$ cat config.mk
export PLATFORM = sky130hd
export DESIGN_NAME = eth_recv
export DESIGN_NICKNAME = d
export VERILOG_FILES = /design/src/rtl/eth_recv.sv
export SDC_FILE = /design/constraint.sdc
export NUM_CORES = 1
export LEC_CHECK = 0
export ABC_CLOCK_PERIOD_IN_PS = 11600
export BUFFER_PORTS_ARGS = -buffer_cell sky130_fd_sc_hd__buf_4
export CAP_MARGIN = 40
export CORE_UTILIZATION = 40
export CTS_BUF_LIST = sky130_fd_sc_hd__clkbuf_4 sky130_fd_sc_hd__clkbuf_8
export CTS_CLUSTER_SIZE = 12
export DETAILED_ROUTE_END_ITERATION = 8
export HOLD_SLACK_MARGIN = 0.06
export PLACE_DENSITY_LB_ADDON = 0.08
export SLEW_MARGIN = 30
export SYNTH_ARGS = -nofsm -noshare
export SYNTH_HDL_FRONTEND = slang
export SYNTH_SLANG_ARGS = --single-unit
$ cat constraint.sdc
create_clock -name clk156 -period 11.6 [get_ports clk156]
set_input_delay 0.58 -clock clk156 [delete_from_list [all_inputs] [get_ports clk156]]
set_output_delay 0.58 -clock clk156 [all_outputs]
set_load 0.05 [all_outputs]
$ cat src/rtl/eth_recv.sv
// Receive-side Ethernet/IPv4/UDP header parser and filter for the 64-bit 10G MAC stream.
// Captures source fields and a payload sequence number, strobes on accepted frames, counts drops.
module eth_recv #(
    parameter logic [47:0] eth_addr  = 48'h90_E2_BA_5D_8D_C8,
    parameter logic [15:0] eth_proto = 16'h0800,
    parameter logic [31:0] ip_daddr  = {8'd192, 8'd168, 8'd1, 8'd122},
    parameter logic [15:0] udp_dport = 16'd3776
) (
    input  logic        clk156,
    input  logic        reset,
    input  logic        m_axis_rx_tvalid,
    input  logic [63:0] m_axis_rx_tdata,
    input  logic [7:0]  m_axis_rx_tkeep,
    input  logic        m_axis_rx_tlast,
    input  logic        m_axis_rx_tuser,
    output logic        pkt_valid,
    output logic [47:0] pkt_eth_src,
    output logic [31:0] pkt_ip_saddr,
    output logic [15:0] pkt_udp_sport,
    output logic [15:0] pkt_udp_len,
    output logic [31:0] pkt_seq,
    output logic [31:0] rx_pkt_cnt,
    output logic [31:0] rx_drop_cnt,
    output logic [31:0] rx_csum_err_cnt
);

    typedef enum logic [1:0] {IDLE, HDR, PAYLOAD} state_t;

    state_t      state_q, state_d;
    logic [2:0]  beat_cnt_q, beat_cnt_d;
    logic [23:0] sum_q, sum_d;
    logic        hdr_bad_q, hdr_bad_d;
    logic        b5_ok_q, b5_ok_d;
    logic [47:0] src_q, src_d;
    logic [31:0] saddr_q, saddr_d;
    logic [15:0] sport_q, sport_d;
    logic [15:0] ulen_q, ulen_d;
    logic [31:0] seq_q, seq_d;

    logic        pkt_valid_q, pkt_valid_d;
    logic [47:0] pkt_eth_src_q, pkt_eth_src_d;
    logic [31:0] pkt_ip_saddr_q, pkt_ip_saddr_d;
    logic [15:0] pkt_udp_sport_q, pkt_udp_sport_d;
    logic [15:0] pkt_udp_len_q, pkt_udp_len_d;
    logic [31:0] pkt_seq_q, pkt_seq_d;
    logic [31:0] rx_pkt_cnt_q, rx_pkt_cnt_d;
    logic [31:0] rx_drop_cnt_q, rx_drop_cnt_d;
    logic [31:0] rx_csum_err_cnt_q, rx_csum_err_cnt_d;

    logic [16:0] fold1;
    logic [15:0] fold2;
    logic        csum_ok;
    logic        accept;

    // Lane k carries wire byte 8n+k; words are big-endian pairs of adjacent lanes.
    logic [7:0]  rx_byte [8];
    logic [15:0] rx_word [4];
    logic [23:0] sum4;

    generate
        for (genvar gi = 0; gi < 8; gi++) begin : g_byte
            assign rx_byte[gi] = m_axis_rx_tdata[8*gi +: 8];
        end
        for (genvar gi = 0; gi < 4; gi++) begin : g_word
            assign rx_word[gi] = {rx_byte[2*gi], rx_byte[2*gi+1]};
        end
    endgenerate

    assign sum4 = 24'(rx_word[0]) + 24'(rx_word[1]) + 24'(rx_word[2]) + 24'(rx_word[3]);

    always_comb begin
        state_d           = state_q;
        beat_cnt_d        = beat_cnt_q;
        sum_d             = sum_q;
        hdr_bad_d         = hdr_bad_q;
        b5_ok_d           = b5_ok_q;
        src_d             = src_q;
        saddr_d           = saddr_q;
        sport_d           = sport_q;
        ulen_d            = ulen_q;
        seq_d             = seq_q;
        pkt_valid_d       = 1'b0;
        pkt_eth_src_d     = pkt_eth_src_q;
        pkt_ip_saddr_d    = pkt_ip_saddr_q;
        pkt_udp_sport_d   = pkt_udp_sport_q;
        pkt_udp_len_d     = pkt_udp_len_q;
        pkt_seq_d         = pkt_seq_q;
        rx_pkt_cnt_d      = rx_pkt_cnt_q;
        rx_drop_cnt_d     = rx_drop_cnt_q;
        rx_csum_err_cnt_d = rx_csum_err_cnt_q;
        fold1             = 17'd0;
        fold2             = 16'd0;
        csum_ok           = 1'b0;
        accept            = 1'b0;

        if (m_axis_rx_tvalid) begin
            case (beat_cnt_q)
                3'd0: begin
                    if ({rx_byte[0], rx_byte[1], rx_byte[2], rx_byte[3], rx_byte[4], rx_byte[5]} != eth_addr &&
                        {rx_byte[0], rx_byte[1], rx_byte[2], rx_byte[3], rx_byte[4], rx_byte[5]} != 48'hFFFF_FFFF_FFFF)
                        hdr_bad_d = 1'b1;
                    src_d[47:32] = rx_word[3];
                end
                3'd1: begin
                    src_d[31:0] = {rx_word[0], rx_word[1]};
                    if (rx_word[2] != eth_proto || rx_byte[6] != 8'h45)
                        hdr_bad_d = 1'b1;
                    sum_d = sum_q + 24'(rx_word[3]);
                end
                3'd2: begin
                    if ((rx_word[2] & 16'h3FFF) != 16'h0000 || rx_byte[7] != 8'd17)
                        hdr_bad_d = 1'b1;
                    sum_d = sum_q + sum4;
                end
                3'd3: begin
                    saddr_d = {rx_byte[2], rx_byte[3], rx_byte[4], rx_byte[5]};
                    if (rx_word[3] != ip_daddr[31:16])
                        hdr_bad_d = 1'b1;
                    sum_d = sum_q + sum4;
                end
                3'd4: begin
                    if (rx_word[0] != ip_daddr[15:0] || rx_word[2] != udp_dport)
                        hdr_bad_d = 1'b1;
                    sport_d = rx_word[1];
                    ulen_d  = rx_word[3];
                    sum_d   = sum_q + 24'(rx_word[0]);
                end
                3'd5: begin
                    seq_d   = {rx_byte[2], rx_byte[3], rx_byte[4], rx_byte[5]};
                    b5_ok_d = m_axis_rx_tkeep[5];
                end
                default: ;
            endcase

            if (m_axis_rx_tlast) begin
                // Two folds suffice: ten words never exceed 20 bits.
                fold1   = {1'b0, sum_d[15:0]} + {9'd0, sum_d[23:16]};
                fold2   = fold1[15:0] + {15'd0, fold1[16]};
                csum_ok = (fold2 == 16'hFFFF);
                accept  = !m_axis_rx_tuser && !hdr_bad_d && b5_ok_d && csum_ok;
                if (accept) begin
                    pkt_valid_d     = 1'b1;
                    pkt_eth_src_d   = src_d;
                    pkt_ip_saddr_d  = saddr_d;
                    pkt_udp_sport_d = sport_d;
                    pkt_udp_len_d   = ulen_d;
                    pkt_seq_d       = seq_d;
                    rx_pkt_cnt_d    = rx_pkt_cnt_q + 32'd1;
                end else begin
                    rx_drop_cnt_d = rx_drop_cnt_q + 32'd1;
                    if (!csum_ok && beat_cnt_q >= 3'd4)
                        rx_csum_err_cnt_d = rx_csum_err_cnt_q + 32'd1;
                end
                state_d    = IDLE;
                beat_cnt_d = 3'd0;
                sum_d      = 24'd0;
                hdr_bad_d  = 1'b0;
                b5_ok_d    = 1'b0;
            end else begin
                if (beat_cnt_q != 3'd7)
                    beat_cnt_d = beat_cnt_q + 3'd1;
                case (state_q)
                    IDLE:    state_d = HDR;
                    HDR:     if (beat_cnt_q == 3'd5) state_d = PAYLOAD;
                    default: state_d = state_q;
                endcase
            end
        end
    end

    always_ff @(posedge clk156) begin
        if (reset) begin
            state_q           <= IDLE;
            beat_cnt_q        <= 3'd0;
            sum_q             <= 24'd0;
            hdr_bad_q         <= 1'b0;
            b5_ok_q           <= 1'b0;
            src_q             <= 48'd0;
            saddr_q           <= 32'd0;
            sport_q           <= 16'd0;
            ulen_q            <= 16'd0;
            seq_q             <= 32'd0;
            pkt_valid_q       <= 1'b0;
            pkt_eth_src_q     <= 48'd0;
            pkt_ip_saddr_q    <= 32'd0;
            pkt_udp_sport_q   <= 16'd0;
            pkt_udp_len_q     <= 16'd0;
            pkt_seq_q         <= 32'd0;
            rx_pkt_cnt_q      <= 32'd0;
            rx_drop_cnt_q     <= 32'd0;
            rx_csum_err_cnt_q <= 32'd0;
        end else begin
            state_q           <= state_d;
            beat_cnt_q        <= beat_cnt_d;
            sum_q             <= sum_d;
            hdr_bad_q         <= hdr_bad_d;
            b5_ok_q           <= b5_ok_d;
            src_q             <= src_d;
            saddr_q           <= saddr_d;
            sport_q           <= sport_d;
            ulen_q            <= ulen_d;
            seq_q             <= seq_d;
            pkt_valid_q       <= pkt_valid_d;
            pkt_eth_src_q     <= pkt_eth_src_d;
            pkt_ip_saddr_q    <= pkt_ip_saddr_d;
            pkt_udp_sport_q   <= pkt_udp_sport_d;
            pkt_udp_len_q     <= pkt_udp_len_d;
            pkt_seq_q         <= pkt_seq_d;
            rx_pkt_cnt_q      <= rx_pkt_cnt_d;
            rx_drop_cnt_q     <= rx_drop_cnt_d;
            rx_csum_err_cnt_q <= rx_csum_err_cnt_d;
        end
    end

    assign pkt_valid       = pkt_valid_q;
    assign pkt_eth_src     = pkt_eth_src_q;
    assign pkt_ip_saddr    = pkt_ip_saddr_q;
    assign pkt_udp_sport   = pkt_udp_sport_q;
    assign pkt_udp_len     = pkt_udp_len_q;
    assign pkt_seq         = pkt_seq_q;
    assign rx_pkt_cnt      = rx_pkt_cnt_q;
    assign rx_drop_cnt     = rx_drop_cnt_q;
    assign rx_csum_err_cnt = rx_csum_err_cnt_q;

endmodule

==> results.md, run 1 <==
- Outcome: complete, no violations
- Post-Layout Cell Count: 3,784
- Worst-Margin Slew: roughly 1.1 ns
- Yosys warns: 0
- Vias in the first global route: slightly below 20,000
- Post-route ant nets: 0
- FF+latch count, synth: 414
- DRT iter0 DRCs: ~1,300
- Setup TNS: 0 ns
- Relative slew margins: ~29%
- Post-route DRC: 0
- Crit Path Max Fanout: 18
- Clk Latency, worst-skew pair: around 0.67 ns
- Routability cong.: a little under 0.9
- Largest net degree at the start of global routing: about 220
- Leak: 10.5 nW
- RSZ-0062 raised after global routing: no
- Switch Pwr: roughly 0.00098 W
- Syn_nets: about 3,000
- Startpoint Class: primary input
- CP Class: primary input to register
- Critical Path RT: 12.18 ns
- DIE HEIGHT: 238 um
- Post-DP HPWL: around 50 mm
- First-pass GRT wire length: roughly 110 mm
- Total global-route track usage: 25.1%
- Num CTS Buffers: 77
- HP Class: primary input to register
- Post-route cell area: 26,900 um^2
- Endpoints failing setup: 0
- Seq pwr share: 40.9%
- Vias per cell: around 5.5
- Post-CTS Setup Bufs: 0
- Final hold violation count: 0
- CP top delay family: simple AND/OR/NAND/NOR gates
- Power per Cell Area: 130 nW/um^2
- Post-Syn Area: approximately 22,000 um^2
- Final Cycle Share: between 80 and 90%
- Worst-path clk slew: 0.06 ns
- Synth async-reset ratio: 0%
- Chip width: 238 um
- Overflow after GRT: 0
- Longest Clk Path Bufs: 3
- Routed len/inst: about 19 um
- Tmin final: 10.22 ns
- Switching Share: between 20% and 30%
- Max Slew Vio Count: 0
- Syn Inst Count: roughly 2,700
- Initial Util: 40.5%
- Final setup skew: between 0.02 and 0.03 ns
- CTS tree: built
- Cell variety after synth: 77
- Synth Flop Type: dfxtp_1
- Cell Int Power: 0.00253 W
- Layout cells sized above 1: approximately 18%
- Most numerous cell on the critical path: fa_1
- Port bufs: 310
- Crit end category: register
- Max Freq: between 90 and 100 MHz
- Wirelength, routed: approximately 73 mm
- DR pass1 iterations: 8
- # H-tree levels: 3
- Post-CTS sizing: 0
- Hold_buf cts: 0
- Crit-path max cell delay: 0.69 ns
- Area Overhead vs Synth: 20.6%
- Sequential share of the synthesized area: a little under two fifths
- Die area: around 57,000 um^2
- Area of the core: roughly 55,000 um^2
- Initial antenna violation count: 5
- Avg Cell Area, Syn: roughly 8 um^2
- Worst VDD drop: slightly below 0.00008 V
- Max Cap Viol: 0
- Clk pwr share: between 40 and 50%
- Post-synth EDFFs: 0
- Worst Setup Slack, final: between 1 and 1.5 ns
- Inst Count DP: approximately 3,600
- Place WS: 0.749 ns
- Clock sink count: roughly 410
- Buffer and inverter count on the worst path: 4
- Dpl cell area: between 20,000 and 30,000 um^2
- Power Total: 0.00351 W
- Comb pwr share: 14.9%
- CTS Root Cell: clkbuf_8
- # IOs: between 300 and 400
- Total Nets Final: 3,160
- Placement row count: 86
- Worst path arrival time: between 10 and 15 ns
- Critical path's slowest cell: or4_1
- Via Count: roughly 21,000
metal layers:
metal | up-vias | wire length, um | global-route usage [%]
li1 | 10200 | - | -
met1 | 9862 | 32800 | 32.8
met2 | 575 | 33400 | 40.5
met3 | 120 | 4800 | 6.06
met4 | 6 | 1910 | 7.94
met5 | - | 44 | 0
synthesized netlist by cell type, types with 11 or more instances:
cell,instances,share of area [%]
o31ai_1,40,1.3
ha_1,58,3.3
nand2_1,382,6.4
dfxtp_1,414,37
a21oi_1,272,6.1
or3_1,28,0.79
a211oi_1,152,5.1
nor2b_1,21,0.59
nor4_1,20,0.56
nor3_1,32,0.72
and3_1,30,0.84
nand4_1,51,1.4
buf_2,25,0.56
inv_1,200,3.4
a21o_1,13,0.44
nor2_1,228,3.8
o21ai_0,79,1.8
o21a_1,11,0.37
nand3_1,50,1.1
mux2_2,15,0.76
a22oi_1,21,0.71
a31o_2,17,0.67
fa_1,49,4.4
and2_1,17,0.48
and4_1,11,0.43
or4_1,43,1.4
mux2i_1,147,6.6
clkbuf_1,159,2.7
kinds of logic (layout without fill, tap and decap cells):
family	after synthesis	in the layout	share of synthesized area (%)
other cells	0	3	0
simple gates	959	959	20.4
xor+xnor	18	18	0.707
compound gates	693	693	19.9
mux	164	164	7.45
buf+inv	393	678	6.79
fa+ha+maj	107	107	7.65
flops	414	414	37.1
final cells by class:
class / instances / area (um^2)
clock buffer: 123 / 1510
multi-input combinational: 1941 / 12600
clock inverter: 13 / 180
antenna: 3 / 7.51
fill: 5483 / 28200
timing repair buffer: 342 / 2670
sequential: 414 / 8290
inverter: 200 / 751
tap: 748 / 936
state kept, by name (all words and copies together) (netlist names), 3 cells and up:
| signal | count |
|---|---|
| pkt_eth_src | 48 |
| src_q | 48 |
| pkt_ip_saddr | 32 |
| pkt_seq | 32 |
| rx_csum_err_cnt | 32 |
| rx_drop_cnt | 32 |
| rx_pkt_cnt | 32 |
| saddr_q | 32 |
| seq_q | 32 |
| sum_q | 24 |
| pkt_udp_len | 16 |
| pkt_udp_sport | 16 |
| sport_q | 16 |
| ulen_q | 16 |
| beat_cnt_q | 3 |
power groups by stage:
stage	combinational [W]	sequential (W)	clock, W
2_1_floorplan	0.000359	0.00147	0
3_3_place_gp	0.000511	0.00147	0
3_5_place_dp	0.000518	0.00147	0
4_1_cts	0.000522	0.00144	0.00159
5_1_grt	0.000587	0.00144	0.00166
6_report	0.000524	0.00144	0.00155
layout by cell type (no fill, tap or decap), drive strengths merged, types with 6 or more instances in the layout:
master	instances
o21a	11
nand3	50
a31oi	7
nor2	228
a21o	13
or3	28
clkbuf	123
o21bai	6
o21ai	81
nand4	51
or4	43
and4	11
and2	17
nor4b	8
fa	49
a31o	17
nand2	382
nor4	22
buf	342
mux2	17
o31ai	40
ha	58
inv	202
o22ai	7
xor2	8
o211ai	10
a211oi	152
and3	30
nor2b	21
mux2i	147
a22oi	21
or2	9
nor3	33
dfxtp	414
nand2b	10
xnor2	10
a21oi	273
stage by stage:
| stage | hold WS [ns] | utilization [%] |
|---|---|---|
| final | 0.191 | 48.9 |
| after floorplan | 0.436 | - |
| after global routing | 0.172 | 48.8 |
| after detailed placement | 0.446 | 45.7 |
| after CTS | 0.144 | 48.8 |
| after global placement | 0.441 | 45.6 |
worst paths after layout:
check / endpoint / start / depth (start not counted) / slack [ns]
max: rx_pkt_cnt[15]$_SDFFE_PP0P_ / m_axis_rx_tdata[25] / 36 / 1.38
min: b5_ok_q$_SDFFE_PP0P_ / m_axis_rx_tkeep[5] / 3 / 0.19
max reg2reg: rx_pkt_cnt[15]$_SDFFE_PP0P_ / beat_cnt_q[1]$_SDFFE_PP0P_ / 35 / 1.50
min reg2reg: seq_q[19]$_SDFFE_PP0P_ / seq_q[19]$_SDFFE_PP0P_ / 2 / 0.45
worst reg2reg max path: cells and delay by family, from the launching register on:
family | cells | cell delay [ns]
fa+ha+maj | 4 | 1.43
compound gates | 12 | 3.34
buf+inv | 3 | 0.53
mux | 1 | 0.23
flops | 1 | 0.35
simple gates | 15 | 4.15
No activity file was read; power rests on OpenSTA's default activity.
==> run 2, diff against run 1 <==
Settings changed: BUFFER_PORTS_ARGS -buffer_cell sky130_fd_sc_hd__buf_4 to -buffer_cell sky130_fd_sc_hd__buf_2, CORE_UTILIZATION 40 to 50, MAX_ROUTING_LAYER set to met4.
==> run 2 against run 1 <==
Critical path depth is 1 higher; clock power is 5% lower; register-to-register slack better by 0.12 ns; clock-buffer cell count is 11 lower; fmax is 2.2% higher; global-route usage is 5.5 points higher; sequential power hardly changed; non-clock buffer count is 8 higher; combinational power is 2% lower; clock skew is 0.022 ns higher; wire length is 6.0% lower; critical endpoint unchanged.
==> results.md, run 2 (synthesis gave the netlist of run 1 again) <==
- Tmin final: 10.00 ns (-0.217 ns)
- R2R Path End: rx_pkt_cnt[15]$_SDFFE_PP0P_
- # H-tree levels: 3 (unchanged)
- Outcome: complete, no violations
- Leak: 10.5 nW (-0.37%)
- Overflow after GRT: 0 (unchanged)
- Setup TNS: 0 ns (unchanged)
- DRT iter0 DRCs: 1,505 (+17%)
- Die area: 45,500 um^2 (-20%)
- Post-route ant nets: 0 (unchanged)
- Max Cap Viol: 0 (unchanged)
- Endpoints failing setup: 0 (unchanged)
- Post-CTS sizing: 0 (unchanged)
- Critical Path RT: 12.18 ns (about the same)
- Critical path's slowest cell: or4_1
- Routed len/inst: 18.9 um (-1.9%)
- Total Nets Final: 3,163 (+0.095%)
- Placement row count: 77 (-10%)
- Post-route cell area: 25,900 um^2 (-3.7%)
- HP Class: primary input to register
- DIE HEIGHT: 213 um (-10%)
- Reg-to-Reg Start: beat_cnt_q[1]$_SDFFE_PP0P_
- Fillers: 4,175 (-24%)
- Max Freq: 100 MHz (+2.2%)
- Hold_buf cts: 0 (unchanged)
- CP Class: primary input to register
- Chip width: 213 um (-10%)
- Most frequent cells in the layout: dfxtp_1 (414), nand2_1 (380), buf_2 (310), a21oi_1 (272), nor2_1 (225)
- Largest net degree at the start of global routing: 151 (-30%)
- RSZ-0062 raised after global routing: no
- Vias in the first global route: 18,900 (-1.7%)
- Most common cell after layout, fill and taps aside: dfxtp_1
- Port bufs: 310 (unchanged)
- Initial antenna violation count: 1 (-4)
- Crit-path max cell delay: 0.69 ns (about the same)
- Buffer and inverter count on the worst path: 5 (+1)
- Area of the core: 44,100 um^2 (-20%)
- Startpoint Class: primary input
- Worst reg2reg setup slack: 1.62 ns (+0.12 ns)
- Worst VDD drop: 0.0000838 V (+5.8%)
- CP top delay family: simple AND/OR/NAND/NOR gates
- Vias per cell: 5.76 (+5.1%)
- R2R cell count: 35 (unchanged)
- Crit end category: register
- Crit Path Max Fanout: 18 (unchanged)
- Multi-input gate area: 12,600 um^2 (about the same)
- Worst-path clk slew: 0.06 ns (about the same)
- Final Cycle Share: 86.2% (-1.9 points)
- Setup crit end: rx_pkt_cnt[15]$_SDFFE_PP0P_
- Via Count: 20,900 (+0.62%)
- Most numerous cell on the critical path: fa_1
- Clk Latency, worst-skew pair: 0.68 ns (about the same)
- Power per Cell Area: 132 nW/um^2 (+1.0%)
- Launch point of the worst path: m_axis_rx_tdata[9]
- Post-DP HPWL: 48.4 mm (-5.5%)
- CTS tree: built
- Clock sink count: 414 (unchanged)
- Worst-Margin Slew: 0.986 ns (-0.0833 ns)
- FF/Latch Area: 8290 um^2 (unchanged)
- Area Overhead vs Synth: 16.1%
- Initial Util: 50.6% (+10 points)
- Num CTS Buffers: 72 (-6.5%)
- CTS Root Cell: clkbuf_8
- Layout cells sized above 1: 17.7% (-0.076 points)
- Dpl cell area: 24,300 um^2 (-3.5%)
- Crit path depth: 37 (+2.8%)
- Routability cong.: 0.925 (+6.5%)
- DR pass1 iterations: 5 (-3)
- Wirelength, routed: 68.5 mm (-6.0%)
- Longest Clk Path Bufs: 3 (unchanged)
- Post-route DRC: 0 (unchanged)
- Max Slew Vio Count: 0 (unchanged)
- Post-CTS Setup Bufs: 0 (unchanged)
- Total global-route track usage: 30.6% (+5.5 points)
- Relative slew margins: 34.2% (+5.6 points)
- Final hold violation count: 0 (unchanged)
- Final setup skew: 0.0473 ns (+0.0217 ns)
- First-pass GRT wire length: 106 mm (-5.0%)
- Worst path arrival time: 10.58 ns (-0.22 ns)
- # IOs: 318 (unchanged)
[run 2: layer usage]
metal | wire (um) | global-route usage, % | share of wire, %
met1 | 31100 | 40.1 | 45
met2 | 31700 | 47.8 | 46
met3 | 4120 | 5.12 | 6.0
met4 | 1620 | 10.2 | 2.4
met5 | 0 | - | 0
[run 2: worst min-delay path by stage]
stage	startpoint	endpoint	depth (start not counted)
after floorplan	saddr_q[0]$_SDFFE_PP0P_	saddr_q[0]$_SDFFE_PP0P_	2
after CTS	m_axis_rx_tdata[33]	saddr_q[9]$_SDFFE_PP0P_	3
after detailed placement	saddr_q[28]$_SDFFE_PP0P_	saddr_q[28]$_SDFFE_PP0P_	2
final	m_axis_rx_tdata[33]	saddr_q[9]$_SDFFE_PP0P_	3
after global routing	m_axis_rx_tdata[33]	saddr_q[9]$_SDFFE_PP0P_	3
after global placement	src_q[6]$_SDFFE_PP0P_	src_q[6]$_SDFFE_PP0P_	2
[run 2: area by class of cell]
| type | instances | area share (%) |
|---|---|---|
| Antenna cell | 2 | 0.0193 |
| Clock buffer | 112 | 5.39 |
| Clock inverter | 12 | 0.676 |
| Inverter | 200 | 2.90 |
| Multi-Input combinational cell | 1941 | 48.5 |
| Sequential cell | 414 | 32.0 |
| Tap cell | 592 | 2.86 |
| Timing Repair Buffer | 350 | 7.62 |
[run 2: per-stage QoR]
stage | hold WS (ns) | cells | util [%] | total power, W | setup slack, ns
CTS | 0.161 | 3620 | 58.6 | 0.00344 | 1.46
floorplan | 0.436 | 2748 | - | 0.00183 | 2.59
global placement | 0.441 | 3492 | 54.9 | 0.00196 | 1.28
detailed placement | 0.446 | 3496 | 55.1 | 0.00197 | 0.946
global route | 0.194 | 3622 | 58.7 | 0.00358 | 0.722
finish | 0.214 | 3623 | 58.7 | 0.00341 | 1.60
[run 2: report_power, final]
part           switching, W  internal, W  total, W  leakage [nW]
clock              0.000628     0.000838   0.00147         0.828
combinational      0.000329     0.000183  0.000512          6.34
sequential       0.00000552      0.00143   0.00144          3.34
[run 2: worst min-delay path: stages]
cell	delay, ns
buf_2	0.13
nand2_1	0.06
a21oi_1	0.05
